[src/rtl/arch_state_loader_if.sv]
// rtl/arch_state_loader_if.sv - boot-image load, RAT lookup, PRF write and core start signals
interface arch_state_loader_if #(
  parameter int ADDR_WIDTH = 32,
  parameter int DATA_WIDTH = 32,
  parameter int REG_WIDTH  = 5,
  parameter int PHY_WIDTH  = 6
) ();
  logic                  init_start;
  logic [ADDR_WIDTH-1:0] init_boot_pc;
  logic                  load_valid;
  logic                  load_ready;
  logic [REG_WIDTH-1:0]  load_reg;
  logic [DATA_WIDTH-1:0] load_data;
  logic                  load_last;
  logic [REG_WIDTH-1:0]  rat_rd_idx;
  logic [PHY_WIDTH-1:0]  rat_rd_phys;
  logic                  prf_we;
  logic [PHY_WIDTH-1:0]  prf_waddr;
  logic [DATA_WIDTH-1:0] prf_wdata;
  logic                  core_hold;
  logic                  core_go;
  logic [ADDR_WIDTH-1:0] core_boot_pc;
  logic                  busy;
  logic [REG_WIDTH:0]    loaded_count;

  // Host, front RAT, PRF and core control as seen from outside the loader.
  modport master (
    output init_start, init_boot_pc, load_valid, load_reg, load_data, load_last, rat_rd_phys,
    input  load_ready, rat_rd_idx, prf_we, prf_waddr, prf_wdata,
    input  core_hold, core_go, core_boot_pc, busy, loaded_count
  );

  modport slave (
    input  init_start, init_boot_pc, load_valid, load_reg, load_data, load_last, rat_rd_phys,
    output load_ready, rat_rd_idx, prf_we, prf_waddr, prf_wdata,
    output core_hold, core_go, core_boot_pc, busy, loaded_count
  );
endinterface

[src/rtl/arch_state_loader.sv]
// rtl/arch_state_loader.sv - zeroes the PRF through the front RAT, loads a register image, releases the core
module arch_state_loader #(
  parameter int ADDR_WIDTH = 32,
  parameter int DATA_WIDTH = 32,
  parameter int REG_WIDTH  = 5,
  parameter int ARCH_REGS  = 32,
  parameter int PHY_WIDTH  = 6
) (
  input logic               clk,
  input logic               rst,
  arch_state_loader_if.slave bus
);

  typedef enum logic [2:0] {S_IDLE, S_CLEAR, S_ACCEPT, S_RELEASE, S_DONE} state_t;

  localparam logic [REG_WIDTH-1:0] LAST_IDX  = REG_WIDTH'(ARCH_REGS - 1);
  localparam logic [REG_WIDTH:0]   COUNT_MAX = (REG_WIDTH + 1)'(ARCH_REGS - 1);

  state_t                r_state;
  logic [REG_WIDTH-1:0]  r_counter;
  logic                  r_load_ready;
  logic                  r_prf_we;
  logic [PHY_WIDTH-1:0]  r_prf_waddr;
  logic [DATA_WIDTH-1:0] r_prf_wdata;
  logic                  r_core_hold;
  logic                  r_core_go;
  logic [ADDR_WIDTH-1:0] r_core_boot_pc;
  logic                  r_busy;
  logic [REG_WIDTH:0]    r_loaded_count;

  logic                  w_handshake;
  logic [REG_WIDTH-1:0]  w_rat_idx;

  assign w_handshake = (r_state == S_ACCEPT) && r_load_ready && bus.load_valid;

  // The RAT port is shared: the clear sweep drives it in CLEAR, the incoming beat in ACCEPT.
  always_comb begin
    w_rat_idx = '0;
    case (r_state)
      S_CLEAR:  w_rat_idx = r_counter;
      S_ACCEPT: w_rat_idx = bus.load_reg;
      default:  w_rat_idx = '0;
    endcase
  end

  always_ff @(posedge clk or posedge rst) begin
    if (rst) begin
      r_state        <= S_IDLE;
      r_counter      <= '0;
      r_load_ready   <= 1'b0;
      r_prf_we       <= 1'b0;
      r_prf_waddr    <= '0;
      r_prf_wdata    <= '0;
      r_core_hold    <= 1'b1;
      r_core_go      <= 1'b0;
      r_core_boot_pc <= '0;
      r_busy         <= 1'b0;
      r_loaded_count <= '0;
    end else begin
      r_prf_we  <= 1'b0;
      r_core_go <= 1'b0;
      case (r_state)
        S_IDLE: begin
          if (bus.init_start) begin
            r_core_boot_pc <= bus.init_boot_pc;
            r_counter      <= '0;
            r_loaded_count <= '0;
            r_busy         <= 1'b1;
            r_state        <= S_CLEAR;
          end
        end
        S_CLEAR: begin
          r_prf_we    <= 1'b1;
          r_prf_waddr <= bus.rat_rd_phys;
          r_prf_wdata <= '0;
          r_counter   <= r_counter + 1'b1;
          if (r_counter == LAST_IDX) begin
            r_load_ready <= 1'b1;
            r_state      <= S_ACCEPT;
          end
        end
        S_ACCEPT: begin
          if (w_handshake) begin
            // x0 is hardwired zero, so its beat is swallowed without a write.
            if (bus.load_reg != '0) begin
              r_prf_we    <= 1'b1;
              r_prf_waddr <= bus.rat_rd_phys;
              r_prf_wdata <= bus.load_data;
              if (r_loaded_count != COUNT_MAX)
                r_loaded_count <= r_loaded_count + 1'b1;
            end
            if (bus.load_last) begin
              r_load_ready <= 1'b0;
              r_busy       <= 1'b0;
              r_core_go    <= 1'b1;
              r_core_hold  <= 1'b0;
              r_state      <= S_RELEASE;
            end
          end
        end
        S_RELEASE: begin
          r_state <= S_DONE;
        end
        default: begin
          r_state <= S_DONE;
        end
      endcase
    end
  end

  assign bus.load_ready   = r_load_ready;
  assign bus.rat_rd_idx   = w_rat_idx;
  assign bus.prf_we       = r_prf_we;
  assign bus.prf_waddr    = r_prf_waddr;
  assign bus.prf_wdata    = r_prf_wdata;
  assign bus.core_hold    = r_core_hold;
  assign bus.core_go      = r_core_go;
  assign bus.core_boot_pc = r_core_boot_pc;
  assign bus.busy         = r_busy;
  assign bus.loaded_count = r_loaded_count;

endmodule

[src/flat_wrapper.sv]
// flat-port wrapper written by rule: the top's interface ports become plain ports
module arch_state_loader_flat 
#(
  parameter int ADDR_WIDTH = 32,
  parameter int DATA_WIDTH = 32,
  parameter int REG_WIDTH  = 5,
  parameter int ARCH_REGS  = 32,
  parameter int PHY_WIDTH  = 6
)
  (clk, rst, bus_init_start, bus_init_boot_pc, bus_load_valid, bus_load_reg, bus_load_data, bus_load_last, bus_rat_rd_phys, bus_load_ready, bus_rat_rd_idx, bus_prf_we, bus_prf_waddr, bus_prf_wdata, bus_core_hold, bus_core_go, bus_core_boot_pc, bus_busy, bus_loaded_count);
  arch_state_loader_if #(.ADDR_WIDTH(ADDR_WIDTH), .DATA_WIDTH(DATA_WIDTH), .REG_WIDTH(REG_WIDTH), .PHY_WIDTH(PHY_WIDTH)) bus_i ();
  input logic clk;
  input logic rst;
  input wire logic [$bits(bus_i.init_start)-1:0] bus_init_start;
  input wire logic [$bits(bus_i.init_boot_pc)-1:0] bus_init_boot_pc;
  input wire logic [$bits(bus_i.load_valid)-1:0] bus_load_valid;
  input wire logic [$bits(bus_i.load_reg)-1:0] bus_load_reg;
  input wire logic [$bits(bus_i.load_data)-1:0] bus_load_data;
  input wire logic [$bits(bus_i.load_last)-1:0] bus_load_last;
  input wire logic [$bits(bus_i.rat_rd_phys)-1:0] bus_rat_rd_phys;
  output wire logic [$bits(bus_i.load_ready)-1:0] bus_load_ready;
  output wire logic [$bits(bus_i.rat_rd_idx)-1:0] bus_rat_rd_idx;
  output wire logic [$bits(bus_i.prf_we)-1:0] bus_prf_we;
  output wire logic [$bits(bus_i.prf_waddr)-1:0] bus_prf_waddr;
  output wire logic [$bits(bus_i.prf_wdata)-1:0] bus_prf_wdata;
  output wire logic [$bits(bus_i.core_hold)-1:0] bus_core_hold;
  output wire logic [$bits(bus_i.core_go)-1:0] bus_core_go;
  output wire logic [$bits(bus_i.core_boot_pc)-1:0] bus_core_boot_pc;
  output wire logic [$bits(bus_i.busy)-1:0] bus_busy;
  output wire logic [$bits(bus_i.loaded_count)-1:0] bus_loaded_count;
  assign bus_i.init_start = bus_init_start;
  assign bus_i.init_boot_pc = bus_init_boot_pc;
  assign bus_i.load_valid = bus_load_valid;
  assign bus_i.load_reg = bus_load_reg;
  assign bus_i.load_data = bus_load_data;
  assign bus_i.load_last = bus_load_last;
  assign bus_i.rat_rd_phys = bus_rat_rd_phys;
  assign bus_load_ready = bus_i.load_ready;
  assign bus_rat_rd_idx = bus_i.rat_rd_idx;
  assign bus_prf_we = bus_i.prf_we;
  assign bus_prf_waddr = bus_i.prf_waddr;
  assign bus_prf_wdata = bus_i.prf_wdata;
  assign bus_core_hold = bus_i.core_hold;
  assign bus_core_go = bus_i.core_go;
  assign bus_core_boot_pc = bus_i.core_boot_pc;
  assign bus_busy = bus_i.busy;
  assign bus_loaded_count = bus_i.loaded_count;
  arch_state_loader #(.ADDR_WIDTH(ADDR_WIDTH), .DATA_WIDTH(DATA_WIDTH), .REG_WIDTH(REG_WIDTH), .ARCH_REGS(ARCH_REGS), .PHY_WIDTH(PHY_WIDTH)) u_core (.clk(clk), .rst(rst), .bus(bus_i));
endmodule
[config.mk]
export PLATFORM = sky130hd
export DESIGN_NAME = arch_state_loader_flat
export DESIGN_NICKNAME = d
export VERILOG_FILES = /design/src/rtl/arch_state_loader_if.sv /design/src/rtl/arch_state_loader.sv /design/src/flat_wrapper.sv
export SDC_FILE = /design/constraint.sdc
export NUM_CORES = 1
export LEC_CHECK = 0
export ABC_AREA = 0
export CAP_MARGIN = 30
export CORE_ASPECT_RATIO = 0.7
export CORE_MARGIN = 5
export CORE_UTILIZATION = 40
export DETAILED_ROUTE_END_ITERATION = 6
export GPL_ROUTABILITY_DRIVEN = 0
export PLACE_DENSITY_LB_ADDON = 0.08
export SLEW_MARGIN = 40
export SYNTH_ARGS = -nofsm -noshare
export SYNTH_HDL_FRONTEND = slang
export SYNTH_SLANG_ARGS = --single-unit
[constraint.sdc]
create_clock -name clk -period 3.1 [get_ports clk]
set_input_delay 0.465 -clock clk [delete_from_list [all_inputs] [get_ports clk]]
set_output_delay 0.465 -clock clk [all_outputs]
set_load 0.005 [all_outputs]
==> key figures, run 1 <==
Run status
  • Status: complete, no violations

STA
  • Final setup fails: 0
  • Actual slew at the worst max-slew pin: 0.604 ns
  • Max Clk Rate: between 300 and 400 MHz
  • Fin crit share: 83.1%
  • Fin. Hold Viols: 0
  • RSZ-0062 raised after global routing: false
  • Layout Skew: 0.00588 ns
  • Rel. slew slack: 59.4%
  • Clock period minus worst slack: 2.58 ns
  • Fin. max-slew vios: 0
  • Final TNS setup: 0 ns
  • Worst Hold Slack: 0.447 ns

Synthesis
  • Cell variety after synth: 41
  • Commonest cells post-synth: dfrtp_1 (88), nand3_1 (68), nand2_1 (40)
  • Syn avg cell area: 11.5 sq um
  • Area leader, netlist: dfrtp_1
  • Synth Flop Type: dfrtp_1
  • Total number of yosys warnings: 0
  • Most common cell in the netlist: dfrtp_1
  • Top-area cell type share of the netlist area: 58.7%
  • Synth Net Count: 408
  • Sequential share of the synthesized area: roughly 59%
  • Gate count of the mapped netlist: 325
  • Asr flop ratio synth: 100%
  • Post-synth EDFFs: 0
  • Seq cells post-synth: just under 90
  • Synth area leaders: dfrtp_1 (59%), mux2_2 (11%), nand3_1 (9.1%)
  • Netlist Area Pre-Place: ~3700 sq um

Clock tree
  • Worst-Skew Late Latency: about 0.33 ns
  • Clock-pin slew on the worst setup and hold paths: roughly 0.06 ns
  • CTS tree: built
  • CTS H-tree depth: 3
  • Max Buffers Root-to-Sink: 2
  • Root Driver: clkbuf_16
  • Post-CTS sizing: 0
  • Num CTS Buffers: 9
  • Setup Buffers After CTS: 0
  • # hold bufs at CTS: 0
  • Clock sink count: 89

Critical path
  • R2r setup slk: 0.81 ns
  • Setup crit end: bus_rat_rd_idx[4]
  • Worst EP required: between 2 and 3 ns
  • Worst Setup Start Kind: flip-flop
  • Kind of critical path: flip-flop to primary output
  • Max FO, Critical Path: 14
  • CP Capture Type: primary output
  • Reg2Reg Launch Point: u_core.r_state[1]
  • Worst path arrival time: ~2.1 ns
  • CP Launch Point: u_core.r_state[1]
  • R2r worst-path depth: 5
  • R2r endpoint: u_core.bus.prf_waddr[4]

Finish
  • N_diodes: 0
  • Area Growth Syn to Fin: 55.9%
  • Share of layout cells above drive strength 1: 14.6%
  • FF+latch area: 2230 sq um
  • Multi-input gate area: 1420 sq um
  • FILL cells: 747
  • Fin nets: 571

Power and ir drop
  • Maximum vdd drop: 0.527 mV
  • Total power divided by cell area: 711 nW/um^2
  • Lkg Pwr: 2.59 nW

Placement
  • Hpwl dp: 7830 um
  • Port bufs: 165

Routing
  • Wire per inst: 17.2 um
  • Via Count: 3142
  • WL final: ~11000 um
  • Drt pass-1 iters: 4
  • Drt drc: 0
  • Initial drt markers: between 150 and 200
  • Post-route ant nets: 0
  • Via density: 5.10

Die
  • Std cell rows: 29
  • Die area: approximately 11000 sq um
  • Core ar.: 9110 sq um
  • Starting density of the core: 41.2%
  • Die Wd: between 100 and 150 um
  • Die Ht: 91.0 um
  • IO Pins: 166

Global route
  • Initial antenna violation count: 0
  • Global route overflow: 0
  • Global-route wire length before repair: ~17000 um
  • Largest net degree at the start of global routing: 41
  • Gr usage total: 18.2%
  • Number of global-route vias before repair: between 3000 and 4000

Run
  • Max cap viols: 0

Worst hold path
  • Worst min-delay path class: input pin to asynchronous set/reset pin
==> power breakdown <==
part	internal, mW	switching [mW]
clock network	0.640	0.428
logic	0.906	0.527
registers	1.46	0.194
total	3.00	1.15
==> sequential cells by signal, summed over array words and instances (netlist names), 3 cells and up <==
name                     flops
u_core.bus.core_boot_pc     32
u_core.bus.loaded_count      6
u_core.bus.prf_waddr         6
u_core.bus.prf_wdata        32
u_core.r_counter             5
u_core.r_state               3
==> worst min-delay path by stage <==
stage                          startpoint                     endpoint
final                                 rst     u_core.bus.prf_wdata[29]
after global routing                  rst     u_core.bus.prf_wdata[29]
after CTS                             rst  u_core.bus.core_boot_pc[22]
after detailed placement  u_core.bus.busy              u_core.bus.busy
after global placement    u_core.bus.busy              u_core.bus.busy
after floorplan           u_core.bus.busy              u_core.bus.busy
==> critical path: stages (launching register included) <==
cell and delay, ns:
dfrtp_1 0.62, nor3b_4 0.44, a22o_1 0.21, clkdlybuf4s50_1 0.50
==> routing by layer <==
| metal | share of wire, % | global-route usage (%) |
|---|---|---|
| met5 | 0 | 0 |
| met4 | 2.2 | 6.77 |
| met3 | 7.7 | 6.39 |
| met2 | 47 | 27.8 |
| met1 | 43 | 24.1 |
==> cell families after synthesis <==
family          Yosys count  synth area share, %
compound gates           34                 6.81
fa+ha+maj                 3                 1.00
mux                      39                 11.7
simple gates            133                 17.9
flops                    89                 59.4
xor+xnor                  1                0.234
buf+inv                  26                 2.94
==> cell usage in the layout, fill, tap and decap left out, types with 2 or more instances in the layout <==
cell type	n
o21ai_0	8
nor3b_1	2
nand3_1	68
nand2_1	40
a21o_1	2
nor2_1	7
a211oi_1	3
clkbuf_16	9
clkdlybuf4s50_1	165
inv_1	4
a22o_1	8
and2_1	3
buf_4	7
dfrtp_1	88
ha_1	3
nand4_1	2
a21oi_1	4
mux2_2	38
clkinv_2	3
==> through the flow <==
step                area [sq um]  utilization [%]  setup slack [ns]  std cells  power, mW
floorplan                   3750                -             0.330        325       2.26
global placement            5550             60.9             0.701        601       3.08
detailed placement          5550             60.9             0.638        601       3.12
CTS                         5840             64.2             0.544        616       4.21
global route                5850             64.2             0.427        616       4.39
finish                      5850             64.2             0.524        616       4.15
==> layout make-up <==
cell class,count,area share [%]
Clock buffer,10,4.09
Inverter,5,0.342
Sequential cell,89,38.1
Tap cell,124,2.65
Timing Repair Buffer,173,29.5
Clock inverter,5,0.963
Multi-Input combinational cell,210,24.3
No activity file was read; power rests on OpenSTA's default activity.
==> run 2: changes to the inputs <==
==> constraint.sdc (replaced) <==
create_clock -name clk -period 2.62 [get_ports clk]
set_input_delay 0.393 -clock clk [delete_from_list [all_inputs] [get_ports clk]]
set_output_delay 0.393 -clock clk [all_outputs]
set_load 0.005 [all_outputs]
==> run 2 against run 1 <==
Combinational power up 19%. Count of clock-buffer cells in the layout down 1. Non-clock buffer count up 3. Cell count up 0.65%. Utilization up 0.88 points. Sequential power up 18%. Total power up 21%. Cell area up 1.4%. Clock skew up 0.0017 ns. Register-to-register slack worse by 0.23 ns. Largest cell class unchanged. Largest power group unchanged. Highest routed layer unchanged.
==> key figures, run 2 (same netlist as run 1, synthesis figures left out) <==
Critical path
  • R2r endpoint: u_core.bus.prf_waddr[5]
  • CP Capture Type: primary output
  • Max FO, Critical Path: 14 (unchanged)
  • Kind of critical path: flip-flop to primary output
  • CP Depth: 4 (+1)
  • Reg2Reg Launch Point: u_core.r_state[1]
  • Biggest cell delay along the critical path: 0.62 ns (about the same)
  • Worst EP required: 2.23 ns (-0.40 ns)
  • Worst Setup Start Kind: flip-flop
  • Worst path arrival time: 2.07 ns (-0.04 ns)
  • CP bufs+invs: 2 (+1)
  • CP Cell Sequence: nor3b_4, buf_12, a22o_1, clkdlybuf4s50_1
  • CP Launch Point: u_core.r_state[1]
  • R2r worst-path depth: 3 (-2)
  • CP max stage cell: dfrtp_1
  • Setup crit end: bus_rat_rd_idx[1]
  • Top delay family on crit path: buffers and inverters
  • R2r setup slk: 0.58 ns (-0.23 ns)

STA
  • Layout Skew: 0.00757 ns (+0.00169 ns)
  • Fin. Hold Viols: 0 (unchanged)
  • Actual slew at the worst max-slew pin: 0.674 ns (+0.0704 ns)
  • Final setup fails: 0 (unchanged)
  • Worst Hold Slack: 0.487 ns (+0.0396 ns)
  • Final TNS setup: 0 ns (unchanged)
  • Max Clk Rate: 405 MHz
  • Rel. slew slack: 54.6% (-4.7 points)
  • RSZ-0062 raised after global routing: false
  • Fin crit share: 94.1%
  • Clock period minus worst slack: about 2.5 ns
  • Fin. max-slew vios: 0 (unchanged)

Global route
  • Global-route wire length before repair: 17100 um (+2.1%)
  • Gr usage total: 18.6% (+0.39 points)
  • Initial antenna violation count: 0 (unchanged)
  • Global route overflow: 0 (unchanged)
  • Number of global-route vias before repair: 3194 (+2.0%)
  • Largest net degree at the start of global routing: 90 (+120%)

Routing
  • Drt pass-1 iters: 4 (unchanged)
  • Via Count: 3122 (-0.64%)
  • Wire per inst: 16.9 um (-1.5%)
  • Post-route ant nets: 0 (unchanged)
  • WL final: 10500 um (-0.86%)
  • Drt drc: 0 (unchanged)
  • Via density: 5.04 (-1.3%)
  • Initial drt markers: 199 (+12%)

Die
  • IO Pins: 166 (unchanged)
  • Std cell rows: 29 (unchanged)
  • Die Ht: 91.0 um (unchanged)
  • Core ar.: 9110 sq um (unchanged)
  • Starting density of the core: 41.2% (unchanged)
  • Die Wd: 126 um (unchanged)
  • Die area: 11400 sq um (unchanged)

Finish
  • Fin nets: 574 (+0.53%)
  • Most frequent cells in the layout: clkdlybuf4s50_1 (165), dfrtp_1 (88), nand3_1 (68)
  • Area Growth Syn to Fin: 58.1%
  • N_diodes: 0 (unchanged)
  • Share of layout cells above drive strength 1: 15.3% (+0.69 points)
  • Commonest non-fill, non-tap cell in the layout: clkdlybuf4s50_1

Power and ir drop
  • Maximum vdd drop: 0.581 mV (+10%)
  • Total power divided by cell area: 850 nW/um^2 (+20%)
  • Final Power: 5.04 mW (+21%)
  • Lkg Pwr: 2.61 nW (+0.82%)

Clock tree
  • Num CTS Buffers: 9 (unchanged)
  • Root Driver: clkbuf_16
  • Setup Buffers After CTS: 0 (unchanged)
  • # hold bufs at CTS: 0 (unchanged)
  • Clock sink count: 89 (unchanged)
  • CTS H-tree depth: 3 (unchanged)
  • Clock-pin slew on the worst setup and hold paths: 0.06 ns (about the same)
  • Post-CTS sizing: 0 (unchanged)
  • CTS tree: built
  • Max Buffers Root-to-Sink: 2 (unchanged)
  • Worst-Skew Late Latency: 0.33 ns (about the same)

Placement
  • Port bufs: 165 (unchanged)
  • Hpwl dp: 7620 um (-2.8%)

Worst hold path
  • Worst min-delay path class: flip-flop to flip-flop

Run status
  • Status: complete, no violations

Run
  • Max cap viols: 0 (unchanged)
## run 2: cell types whose count changed in the layout (fill, tap and decap cells not counted), sizes merged
cell and delta:
clkinvlp +3, clkbuf -1, clkinv -3, buf +3, inv +1, bufinv +1
## run 2: final cells by class
type | instances | area, sq um
fillers | 715 | 3180
flip-flops and latches | 89 | 2230
repair buffers | 176 | 1770
multi-input cells | 210 | 1420
clock buffers | 9 | 225
well taps | 124 | 155
clock inverters | 7 | 103
inverters | 5 | 22.5
## run 2: worst min path at each step
stage / from / to / slack [ns] / cells after the start
2_1_floorplan: u_core.bus.busy / u_core.bus.busy / 0.47 / 1
5_1_grt: u_core.bus.core_hold / u_core.bus.core_hold / 0.50 / 1
6_report: u_core.bus.busy / u_core.bus.busy / 0.49 / 1
3_5_place_dp: u_core.bus.busy / u_core.bus.busy / 0.48 / 1
3_3_place_gp: u_core.bus.busy / u_core.bus.busy / 0.46 / 1
4_1_cts: u_core.bus.core_hold / u_core.bus.core_hold / 0.50 / 1
## run 2: power breakdown
group	leakage, nW	internal, mW	switching [mW]
Combinational	1.33	1.08	0.619
Sequential	1.14	1.73	0.223
Clock	0.150	0.843	0.540
Total	2.61	3.65	1.38
## run 2: layer usage
layer  vias to the layer above  track usage [%]  wire length, um
met5                         -                0                0
li1                       1490                -                -
met2                       112             28.3             4970
met1                      1508             25.4             4620
met4                         0             5.32              149
met3                        12             6.51              754
## run 2: through the flow
stage	util [%]	instance area, sq um	std cells	setup WS (ns)
6_report	65.1	5930	620	0.154
5_1_grt	65.1	5930	620	0.0308
4_1_cts	64.8	5910	619	0.0180
3_5_place_dp	61.2	5580	603	0.230
3_3_place_gp	61.2	5580	603	0.272
2_1_floorplan	-	3750	325	0.905
## run 2: worst register-to-register path, stage by stage, from the launching register on
cell,delay (ns)
dfrtp_1,0.54
or3b_2,0.80
nand2_4,0.23
mux2_2,0.35
